<file path="src/rtl/chnlnk_frame_fsm_p.sv">
// chnlnk_frame_fsm_p: parametrised channel-link frame sequencer (data + tail words, pause on
// FIFO underrun, per-event sample count) with optional triplicated, majority-voted state.
module chnlnk_frame_fsm_p #(
   parameter int DATA_WORDS = 96,
   parameter int TAIL_WORDS = 4,
   parameter int SEQ_W      = 7,
   parameter int SCNT_W     = 5,
   parameter bit TMR        = 1'b1
) (
   input  logic              CLK,
   input  logic              RST_N,
   input  logic              L1A_BUF_MT,
   input  logic              F_MT,
   input  logic              END_EVT,
   input  logic              CLR_TMR_ERR,
   output logic              RD,
   output logic              VALID,
   output logic [SEQ_W-1:0]  SEQ,
   output logic              CLR_CRC,
   output logic              LAST_WRD,
   output logic              STALL,
   output logic [SCNT_W-1:0] SAMPLE_CNT,
   output logic              TMR_ERR,
   output logic [2:0]        FRM_STATE
);
   typedef enum logic [2:0] {
      IDLE        = 3'b000,
      LAST_WORD   = 3'b001,
      READ        = 3'b010,
      STRT_SAMPLE = 3'b011,
      TAIL_END    = 3'b100,
      TAIL_NO_END = 3'b101,
      W4DATA      = 3'b110,
      PAUSE       = 3'b111
   } state_t;

   localparam int N  = TMR ? 3 : 1;
   localparam int RW = 3 + SEQ_W + SCNT_W + 6;
   localparam logic [SEQ_W-1:0] LAST_DATA = SEQ_W'(DATA_WORDS - 1);
   localparam logic [SEQ_W-1:0] LAST_TAIL = SEQ_W'(DATA_WORDS + TAIL_WORDS - 1);

   logic [RW-1:0]     w_rep [N];
   logic [RW-1:0]     w_vote;
   state_t            w_state, w_nx;
   logic [SEQ_W-1:0]  w_seq, w_nx_seq;
   logic [SCNT_W-1:0] w_scnt, w_nx_scnt;
   logic [4:0]        w_nx_out;
   logic              w_err, w_mis, w_nx_err, w_tail;

   assign w_state    = state_t'(w_vote[RW-1 -: 3]);
   assign w_seq      = w_vote[RW-4 -: SEQ_W];
   assign w_scnt     = w_vote[6 +: SCNT_W];
   assign {RD, VALID, CLR_CRC, LAST_WRD, STALL, w_err} = w_vote[5:0];
   assign SEQ        = w_seq;
   assign SAMPLE_CNT = w_scnt;
   assign TMR_ERR    = w_err;
   assign FRM_STATE  = w_state;

   always_comb begin
      w_nx = IDLE;
      case (w_state)
         IDLE:        w_nx = L1A_BUF_MT ? IDLE : W4DATA;
         W4DATA:      w_nx = F_MT ? W4DATA : STRT_SAMPLE;
         STRT_SAMPLE: w_nx = READ;
         READ:        w_nx = (w_seq == LAST_DATA) ? (END_EVT ? TAIL_END : TAIL_NO_END) : F_MT ? PAUSE : READ;
         PAUSE:       w_nx = F_MT ? PAUSE : READ;
         TAIL_END:    w_nx = (w_seq == LAST_TAIL) ? LAST_WORD : TAIL_END;
         TAIL_NO_END: w_nx = (w_seq == LAST_TAIL) ? W4DATA : TAIL_NO_END;
         LAST_WORD:   w_nx = IDLE;
         default:     w_nx = IDLE;
      endcase
   end

   // outputs are decoded from the state being entered so they register alongside it
   assign w_tail    = (w_state == TAIL_END) || (w_state == TAIL_NO_END);
   assign w_nx_seq  = (w_nx == READ || w_nx == TAIL_END || w_nx == TAIL_NO_END) ? w_seq + SEQ_W'(1) :
                      (w_nx == PAUSE) ? w_seq : '0;
   assign w_nx_scnt = (w_nx == IDLE) ? '0 :
                      (w_tail && (w_nx == W4DATA || w_nx == LAST_WORD)) ? w_scnt + SCNT_W'(1) : w_scnt;
   assign w_nx_out  = {w_nx == STRT_SAMPLE || w_nx == READ,
                       w_nx == STRT_SAMPLE || w_nx == READ || w_nx == TAIL_END || w_nx == TAIL_NO_END,
                       w_nx == W4DATA, w_nx == LAST_WORD, w_nx == PAUSE};
   assign w_nx_err  = !CLR_TMR_ERR && (w_err || w_mis);

   for (genvar i = 0; i < N; i++) begin : g_rep
      logic [2:0]        r_state;
      logic [SEQ_W-1:0]  r_seq;
      logic [SCNT_W-1:0] r_scnt;
      logic [5:0]        r_out;
      always_ff @(posedge CLK or negedge RST_N) begin
         if (!RST_N) begin
            r_state <= IDLE;
            r_seq   <= '0;
            r_scnt  <= '0;
            r_out   <= '0;
         end else begin
            r_state <= w_nx;
            r_seq   <= w_nx_seq;
            r_scnt  <= w_nx_scnt;
            r_out   <= {w_nx_out, w_nx_err};
         end
      end
      assign w_rep[i] = {r_state, r_seq, r_scnt, r_out};
   end

   if (TMR) begin : g_tmr
      assign w_vote = (w_rep[0] & w_rep[1]) | (w_rep[0] & w_rep[2]) | (w_rep[1] & w_rep[2]);
      assign w_mis  = (w_rep[0][RW-1 -: 3+SEQ_W] != w_vote[RW-1 -: 3+SEQ_W]) ||
                      (w_rep[1][RW-1 -: 3+SEQ_W] != w_vote[RW-1 -: 3+SEQ_W]) ||
                      (w_rep[2][RW-1 -: 3+SEQ_W] != w_vote[RW-1 -: 3+SEQ_W]);
   end else begin : g_one
      assign w_vote = w_rep[0];
      assign w_mis  = 1'b0;
   end
endmodule

</file>
<file path="config.mk">
export PLATFORM = sky130hd
export DESIGN_NAME = chnlnk_frame_fsm_p
export DESIGN_NICKNAME = d
export VERILOG_FILES = /design/src/rtl/chnlnk_frame_fsm_p.sv
export SDC_FILE = /design/constraint.sdc
export NUM_CORES = 1
export LEC_CHECK = 0
export ABC_CLOCK_PERIOD_IN_PS = 3000
export CORE_ASPECT_RATIO = 0.6
export CORE_MARGIN = 5
export CORE_UTILIZATION = 31
export DETAILED_ROUTE_END_ITERATION = 10
export SLEW_MARGIN = 20
export SYNTH_ARGS = -nofsm -noshare
export SYNTH_HDL_FRONTEND = slang
export SYNTH_SLANG_ARGS = --single-unit
</file>
<file path="constraint.sdc">
create_clock -name CLK -period 3 [get_ports CLK]
set_input_delay 0.45 -clock CLK [delete_from_list [all_inputs] [get_ports CLK]]
set_output_delay 0.45 -clock CLK [all_outputs]
set_load 0.03 [all_outputs]
</file>
After elaboration in Yosys (flattened, before gate mapping)
Cells that the tools add are included.
{ "word_totals": {"ff_bits": 21, "in_bits": 6, "output_inout_bits": 21, "word_cells": 51} }
{ "op_classes": {"n_addsub": 2, "n_eq_ne": 17, "mux": 12, "bitwise_logic": 3, "reduce_logical": 13} }
{ "op_table": {"columns": ["operator", "count"], "rows": [
  ["$or A21 B21 Y21", 2],
  ["$eq A3 B3 Y1 const B", 8],
  ["$pmux W3 S8", 1],
  ["$and A21 B21 Y21", 1],
  ["$mux W3", 5],
  ["$eq A7 B7 Y1 const B", 2],
  ["$mux W7", 2],
  ["$eq A3 B2 Y1 const B", 4],
  ["$mux W5", 2],
  ["$ne A10 B10 Y1", 1],
  ["$logic_or A1 B1 Y1", 8],
  ["$add A7 B1 Y7 const B", 1],
  ["$eq A3 B1 Y1 const B", 2],
  ["$logic_not A3 Y1", 2],
  ["$add A5 B1 Y5 const B", 1],
  ["$logic_and A1 B1 Y1", 2],
  ["$mux W2", 1],
  ["$logic_not A1 Y1", 1],
  ["$mux W1", 1]
]} }

Logic depth before layout (Yosys ltp)
Gate-level depths: netlist of the first run.
{ "depth": {"ltp_word": 11, "ltp_mapped": 9, "mapped_depth_nobuf": 9} }

Least setup slack after synthesis of the first run
OpenSTA, ideal clock, no wires.
{ "synth_path": {"kind": "flip-flop to flip-flop", "from": "reg g_rep[2].r_seq[0]", "to": "reg g_rep[2].r_seq[3]", "setup_ns": 0.121, "arrival_time_ns": 2.282, "required_time_ns": 2.879, "path_slack_ns": 0.597, "path_stages_with_launch": 9, "n_path_buf": 1, "period_less_slack_ns": 2.403, "path_cell_list": "dfrtp_1 ha_1 nand3_2 or2_1 o311a_1 a221o_1 buf_6 a21o_1 a22o_1"} }
{ "synth_via": {"elab_chain_cells": 10, "elab_cells_between_ends": 18, "classes_between": "add/sub (1); eq/ne (6); mux (6); bitwise (3); reduce/logical (2)"} }
{ "synth_lines": {"columns": ["element", "line_no", "text"], "rows": [
  ["start, declared", "87", "logic [SEQ_W-1:0] r_seq;"],
  ["start signal, assigned", "98", "r_seq <= w_nx_seq;"],
  ["$and A21 B21 Y21 *", "107", "assign w_vote = (w_rep[0] & w_rep[1]) | (w_rep[0] & w_rep[2]) | (w_rep[1] & w_rep[2]);"],
  ["$or A21 B21 Y21", "107", null],
  ["$or A21 B21 Y21 *", "107", null],
  ["$eq A7 B7 Y1, on equally long branches", "67, 68, 65", null],
  ["$mux W2, or another cell as far along", "68", "TAIL_NO_END: w_nx = (w_seq == LAST_TAIL) ? W4DATA : TAIL_NO_END;"],
  ["$pmux W3 S8", "61", "case (w_state)"],
  ["$eq A3 B2 Y1 / $eq A3 B3 Y1 (equally long branches)", "76", "assign w_nx_seq = (w_nx == READ || w_nx == TAIL_END || w_nx == TAIL_NO_END) ? w_seq + SEQ_W'(1) :"],
  ["$logic_or A1 B1 Y1 (2 in series)", "76", null],
  ["$mux W7 *", "76", null]
]} }
Mark *: on every way between the ends. The rest lies on a longest branch, timed or not.

Final worst setup path of the first run
{ "layout_path": {"from": "reg g_rep[2].r_seq[0]", "to": "reg g_rep[2].r_seq[4]"} }
Same word-level chain as after synthesis.

==> flow_summary_export.csv, run 1 <==
group,metric,value,unit
timing,fin_setup_tns,0,ns
clock_network,cts-root-buf,"clkbuf_8",
critical_path,cp-end-kind,"flip-flop",
status,status,"finished clean",
global_routing,grt_antenna_before_repair,0,
finish,final_common_cell,"clkdlybuf4s50_1",
finish,area_growth,29.50,%
detailed_routing,drcViolationCount,0,
yosys,netlist_area,1132,um^2
global_routing,track_usage,12.19,%
finish,diodes,0,
clock_network,h-tree-depth,1,
global_routing,grt_overflow_total,0,
yosys,synth_cell_types,39,
power_and_ir_drop,ir_drop,0.0002814,V
timing,fin_crit_sh,83.34,%
hold_path,hp-class,"primary input to asynchronous set/reset pin",
global_routing,grt_pass1_vias,927,
die,core-area,3595,um^2
clock_network,cts_sinks,21,
critical_path,cpMaxStageDelayCell,"a221o_1",
placed_design,hpwl,2080,um
yosys,synth_area_per_cell,9.436,um^2
timing,worstMarginPinSlew,0.5820,ns
detailed_routing,viasPerCell,5.249,
clock_network,ctsHoldBuffers,0,
critical_path,critical_path_arrival,2.66,ns
flow_run,drv_cap,0,
clock_network,clk-insertion-delay-late,0.27,ns
timing,rsz0062_at_grt,"no",
finish,layout-drive-gt1-share,7.534,%
critical_path,path_class,"flip-flop to flip-flop",
clock_network,cts_setup_buffers,0,
power_and_ir_drop,p_per_area,699.9,nW/um^2
yosys,synth_top_family_by_area,"simple AND/OR/NAND/NOR gates",
yosys,yosys_warnings,0,
die,io-pin-count,27,
finish,n_fill_cell,358,
yosys,ys_seq_elements,21,
timing,max_freq,400.0,MHz
yosys,yosys.area.top_type,"dfrtp_1",
timing,hold_slack,0.1313,ns
die,die_area,5001,um^2
yosys,synth-compound-area-share,20.88,%
placed_design,place_congestion,0.9594,
clock_network,cts_buffers,3,
global_routing,grt_max_degree,22,
timing,slew_violations,0,
timing,final-setup-viol-count,0,
yosys,ys_seq_area_share,46.41,%
critical_path,cp.required,3.16,ns
clock_network,post_cts_resized,0,
power_and_ir_drop,p_leak,0.6164,nW
yosys,synth.area.mux_share,0,%
critical_path,cp_max_fo,11,
finish,fin_nets,155,
timing,hold_viol_final,0,
yosys,synthSimpleGateAreaFrac,25.75,%
clock_network,cts_buffer_depth,2,
detailed_routing,vias,1013,
detailed_routing,routed_wl,2793,um
detailed_routing,drtPass1Iterations,4,
die,fp-row-count,17,
die,start_util,31.50,%
detailed_routing,first_iter_violations,59,
critical_path,slowest_delay,0.49,ns
yosys,synthAdderAreaFrac,2.210,%
die,die_height,56.82,um
timing,fin_skew,0.003874,ns
finish,most-common-layout-cells,"clkdlybuf4s50_1 (25), dfrtp_1 (21), nand2_1 (13)",
timing,slew_headroom,60.96,%
critical_path,worstPathCellList,"ha_1 -> nand3_2 -> or2_1 -> o311a_1 -> a221o_1 -> a21o_2 -> a22o_1",
yosys,synth_top_area_share,46.41,%
critical_path,cp-start-kind,"flip-flop",
detailed_routing,antenna_left,0,
yosys,synth_area_leaders,"dfrtp_1 (46%), nand2_1 (4.3%), o21ai_0 (3.5%)",
clock_network,cts.clk_slew.worst_paths,0.08,ns
die,die-width,88.03,um
placed_design,io_buffers,26,
yosys,synthXorXnorAreaFrac,0.7735,%
clock_network,cts_tree,"done",
timing,post-route-min-period,2.500,ns
yosys,synth_cells,120,
yosys,synthesis.nets,128,
detailed_routing,routedWlPerCell,14.47,um
global_routing,grt_first_pass_wirelength,4664,um
[logic make-up after synthesis]
kind of cell / after synthesis
DFF: 21
and+or+nand+nor: 53
adders and majority gates: 2
buffers and inverters: 9
xor gates and xnor gates: 1
AOI/OAI and AO/OA: 34
[power by group]
| group | total (W) | internal [W] | switching, W |
|---|---|---|---|
| Sequential | 0.000403 | 0.000331 | 0.0000727 |
| Clock | 0.000191 | 0.0000929 | 0.0000984 |
| Combinational | 0.000432 | 0.000179 | 0.000253 |
| Total | 0.00103 | 0.000602 | 0.000424 |
[stage by stage]
stage / setup slack [ns] / total power, W / std cells / area [um^2] / utilization, %
2_1_floorplan: 0.5975 / 0.0006910 / 120 / 1132 / -
3_3_place_gp: 0.5357 / 0.0008300 / 189 / 1425 / 39.65
3_5_place_dp: 0.5119 / 0.0008367 / 189 / 1425 / 39.65
4_1_cts: 0.5123 / 0.001032 / 193 / 1471 / 40.93
5_1_grt: 0.3444 / 0.001093 / 193 / 1466 / 40.79
6_report: 0.4998 / 0.001026 / 193 / 1466 / 40.79
[flip-flops by register name, indices dropped and copies added, names as in the netlist]
| signal | flops |
|---|---|
| g_rep.r_seq | 7 |
| g_rep.r_out | 6 |
| g_rep.r_scnt | 5 |
| g_rep.r_state | 3 |
[path summary, 6_finish.rpt]
check,endpoint,cells past startpoint,startpoint,slack (ns)
setup / recovery,g_rep[2].r_seq[4],7,g_rep[2].r_seq[0],0.50
hold / removal,g_rep[2].r_out[5],1,RST_N,0.13
setup reg to reg,g_rep[2].r_seq[4],7,g_rep[2].r_seq[0],0.50
hold reg to reg,g_rep[2].r_out[0],1,g_rep[2].r_out[0],0.52
max in group asynchronous,g_rep[2].r_scnt[4],1,RST_N,2.54
min in group CLK,g_rep[2].r_out[0],1,g_rep[2].r_out[0],0.52
[worst max-delay path: cells and delay by family (launching register included)]
family | cells | cell delay (ns)
AO/OA/AOI/OAI | 4 | 1.24
adder cells (fa/ha/maj) | 1 | 0.25
flip-flops | 1 | 0.41
AND/OR/NAND/NOR | 2 | 0.49
[synth_stat cells]
library cell / count
a221o_1: 1
and2_1: 1
o311a_1: 1
nor2_1: 8
nand3b_1: 2
dfrtp_1: 21
o22ai_1: 2
or2_1: 1
and2b_1: 1
buf_6: 1
nand4_1: 3
a211oi_1: 2
nand2b_1: 6
a21o_1: 3
a22o_1: 4
nor3b_1: 2
nand2_1: 13
o21bai_1: 1
o31a_1: 1
or4_1: 1
nor3_1: 3
xor2_1: 1
buf_2: 3
a21oi_1: 4
nand3_1: 5
or2_2: 2
nor2b_1: 2
o31ai_1: 1
a21o_2: 1
a2bb2oi_1: 2
nand4bb_1: 1
inv_2: 1
a32oi_1: 1
a31oi_1: 2
o21ai_0: 8
ha_1: 2
and4bb_2: 1
inv_1: 4
nand3_2: 1
[per-layer routing]
layer  vias to the layer above  wire, um  global-route usage (%)
met2                        44      1057                   14.38
met1                       480      1443                   19.50
met3                         4       255                   4.399
met5                         -         0                       0
met4                         0        36                   3.879
li1                        485         -                       -
[area by class of cell]
cell class / count / area [um^2] / share of cell area, %
repair buffers: 26 / 255.2 / 17.41
clock inverters: 1 / 5.005 / 0.3413
multi-input cells: 90 / 561.8 / 38.31
inverters: 5 / 18.77 / 1.280
clock buffers: 3 / 41.29 / 2.816
flip-flops and latches: 21 / 525.5 / 35.84
well taps: 47 / 58.81 / 4.010
Power figures use the tool's default switching activity.
==> inputs of run 2 (changes only) <==
--- a/config.mk
+++ b/config.mk
@@ -5,7 +5,7 @@
 export SDC_FILE = /design/constraint.sdc
 export NUM_CORES = 1
 export LEC_CHECK = 0
-export ABC_CLOCK_PERIOD_IN_PS = 3000
+export ABC_CLOCK_PERIOD_IN_PS = 2500
 export CORE_ASPECT_RATIO = 0.6
 export CORE_MARGIN = 5
 export CORE_UTILIZATION = 31
==> constraint.sdc (replaced) <==
create_clock -name CLK -period 2.5 [get_ports CLK]
set_input_delay 0.375 -clock CLK [delete_from_list [all_inputs] [get_ports CLK]]
set_output_delay 0.375 -clock CLK [all_outputs]
set_load 0.03 [all_outputs]
==> run 2 against run 1 <==
Clock power up 21%. Design area grew 4.2%. Maximum frequency rose by 4.5%. Global-route usage shrank 0.19 points. Non-clock buffer count is 7 higher. Hold slack better by 0.32 ns. Final cell count increased by 3.6%. Sequential power up 12%. Critical endpoint unchanged.
==> flow_summary_export.csv, run 2 (synthesis results as in run 1) <==
group,metric,value,unit
timing,worstMarginPinSlew,0.5104,ns
critical_path,path_class,"flip-flop to flip-flop",
timing,post-route-min-period,2.392,ns
placed_design,place_inst,196,
finish,reg.largest.list,"g_rep.r_seq x7, g_rep.r_out x6, g_rep.r_scnt x5",
global_routing,track_usage,12.01,%
finish,fin_nets,162,
detailed_routing,routedWlPerCell,14.50,um
die,die_height,56.82,um
timing,layout_setup_ws,0.1080,ns
clock_network,cts.clk_slew.worst_paths,0.08,ns
timing,fin_crit_sh,95.68,%
timing,hold_slack,0.4492,ns
finish,n_fill_cell,349,
power_and_ir_drop,ir_drop,0.0003617,V
die,start_util,31.50,%
detailed_routing,routed_wl,2900,um
power_and_ir_drop,power,0.001290,W
critical_path,critical_path_arrival,2.55,ns
finish,largest_reg_flops,7,
placed_design,place_congestion,0.9067,
critical_path,cp-start-kind,"flip-flop",
detailed_routing,drtPass1Iterations,4,
clock_network,cts_tree,"done",
global_routing,grt_antenna_before_repair,0,
global_routing,grt_max_degree,22,
timing,hold_viol_final,0,
detailed_routing,viasPerCell,5.185,
detailed_routing,antenna_left,0,
finish,final_common_cell,"clkdlybuf4s50_1",
finish,layout-drive-gt1-share,12.42,%
timing,slew_violations,0,
global_routing,met1_usage,17.44,%
power_and_ir_drop,p_per_area,844.3,nW/um^2
timing,slew_headroom,65.90,%
clock_network,cts_buffer_depth,2,
global_routing,grt_first_pass_wirelength,4678,um
detailed_routing,first_iter_violations,61,
detailed_routing,drcViolationCount,0,
timing,max_freq,418.1,MHz
critical_path,cp-end-kind,"flip-flop",
timing,rsz0062_at_grt,"no",
die,core-area,3595,um^2
finish,most-common-layout-cells,"clkdlybuf4s50_1 (26), dfrtp_1 (21), nand2_1 (13)",
die,die_area,5001,um^2
finish,diodes,0,
status,status,"finished clean",
clock_network,cts_setup_buffers,0,
global_routing,use_met3,4.839,%
global_routing,grtUsageMet2,15.99,%
placed_design,io_buffers,26,
placed_design,hpwl,2143,um
hold_path,hp-class,"primary input to asynchronous set/reset pin",
global_routing,grt_pass1_vias,966,
die,io-pin-count,27,
die,die-width,88.03,um
clock_network,cts_sinks,21,
finish,top_register,"g_rep.r_seq",
clock_network,cts-root-buf,"clkbuf_8",
global_routing,busiest_layer,"met1",
placed_design,place_ws,0.07272,ns
power_and_ir_drop,p_leak,0.6501,nW
clock_network,h-tree-depth,1,
critical_path,cp.required,2.66,ns
timing,fin_skew,0.004502,ns
critical_path,r2r_slack,0.11,ns
timing,fin_setup_tns,0,ns
global_routing,grt_overflow_total,0,
clock_network,cts_buffers,3,
finish,instances_no_fill,200,
timing,final-setup-viol-count,0,
flow_run,drv_cap,0,
clock_network,clk-insertion-delay-late,0.27,ns
critical_path,cp_max_fo,12,
finish,area_growth,34.92,%
die,fp-row-count,17,
detailed_routing,vias,1037,
## run 2: timing repair
action | CTS | global route
hold buffers | 0 | 0
resized for setup | 0 | 2
endpoints found under the setup margin | 0 | 4
## run 2: report_power, final
part	total [W]	internal, W	switching [W]
combinational	0.000606	0.000259	0.000348
clock	0.000231	0.000111	0.000120
sequential	0.000453	0.000397	0.0000552
total	0.00129	0.000767	0.000523
## run 2: stage by stage
stage	util [%]	instance area, um^2
finish	42.50	1528
global route	42.50	1528
CTS	42.39	1524
detailed placement	41.11	1478
global placement	41.11	1478
floorplan	-	1132
## run 2: per-layer routing
metal  part of all wire (%)  up-vias
li1                       -      507
met1                     49      476
met2                     39       50
met3                     11        4
met4                   0.93        0
met5                      0        -
## run 2: worst max-delay path: stages, from the launching register on
cell and delay [ns]:
dfrtp_1 0.57, nor3b_1 0.50, o31a_1 0.22, a32oi_1 0.09, a221o_2 0.50, a21o_2 0.24, a22o_1 0.18
## run 2: final timing paths
kind | from | end | depth (start not counted)
worst max-delay path | g_rep[2].r_state[1] | g_rep[2].r_seq[4] | 6
worst min-delay path | RST_N | g_rep[2].r_seq[5] | 2
worst max register to register | g_rep[2].r_state[1] | g_rep[2].r_seq[4] | 6
worst min register to register | g_rep[2].r_out[0] | g_rep[2].r_out[0] | 1
max in group asynchronous | RST_N | g_rep[2].r_scnt[3] | 2
min in group CLK | g_rep[2].r_out[0] | g_rep[2].r_out[0] | 1
## run 2: layout make-up
class	count	area, um^2	area share, %
clock buffers	3	41.29	2.703
inverters	5	18.77	1.228
well taps	47	58.81	3.849
repair buffers	33	312.8	20.47
multi-input cells	90	565.5	37.02
flip-flops and latches	21	525.5	34.40
clock inverters	1	5.005	0.3276
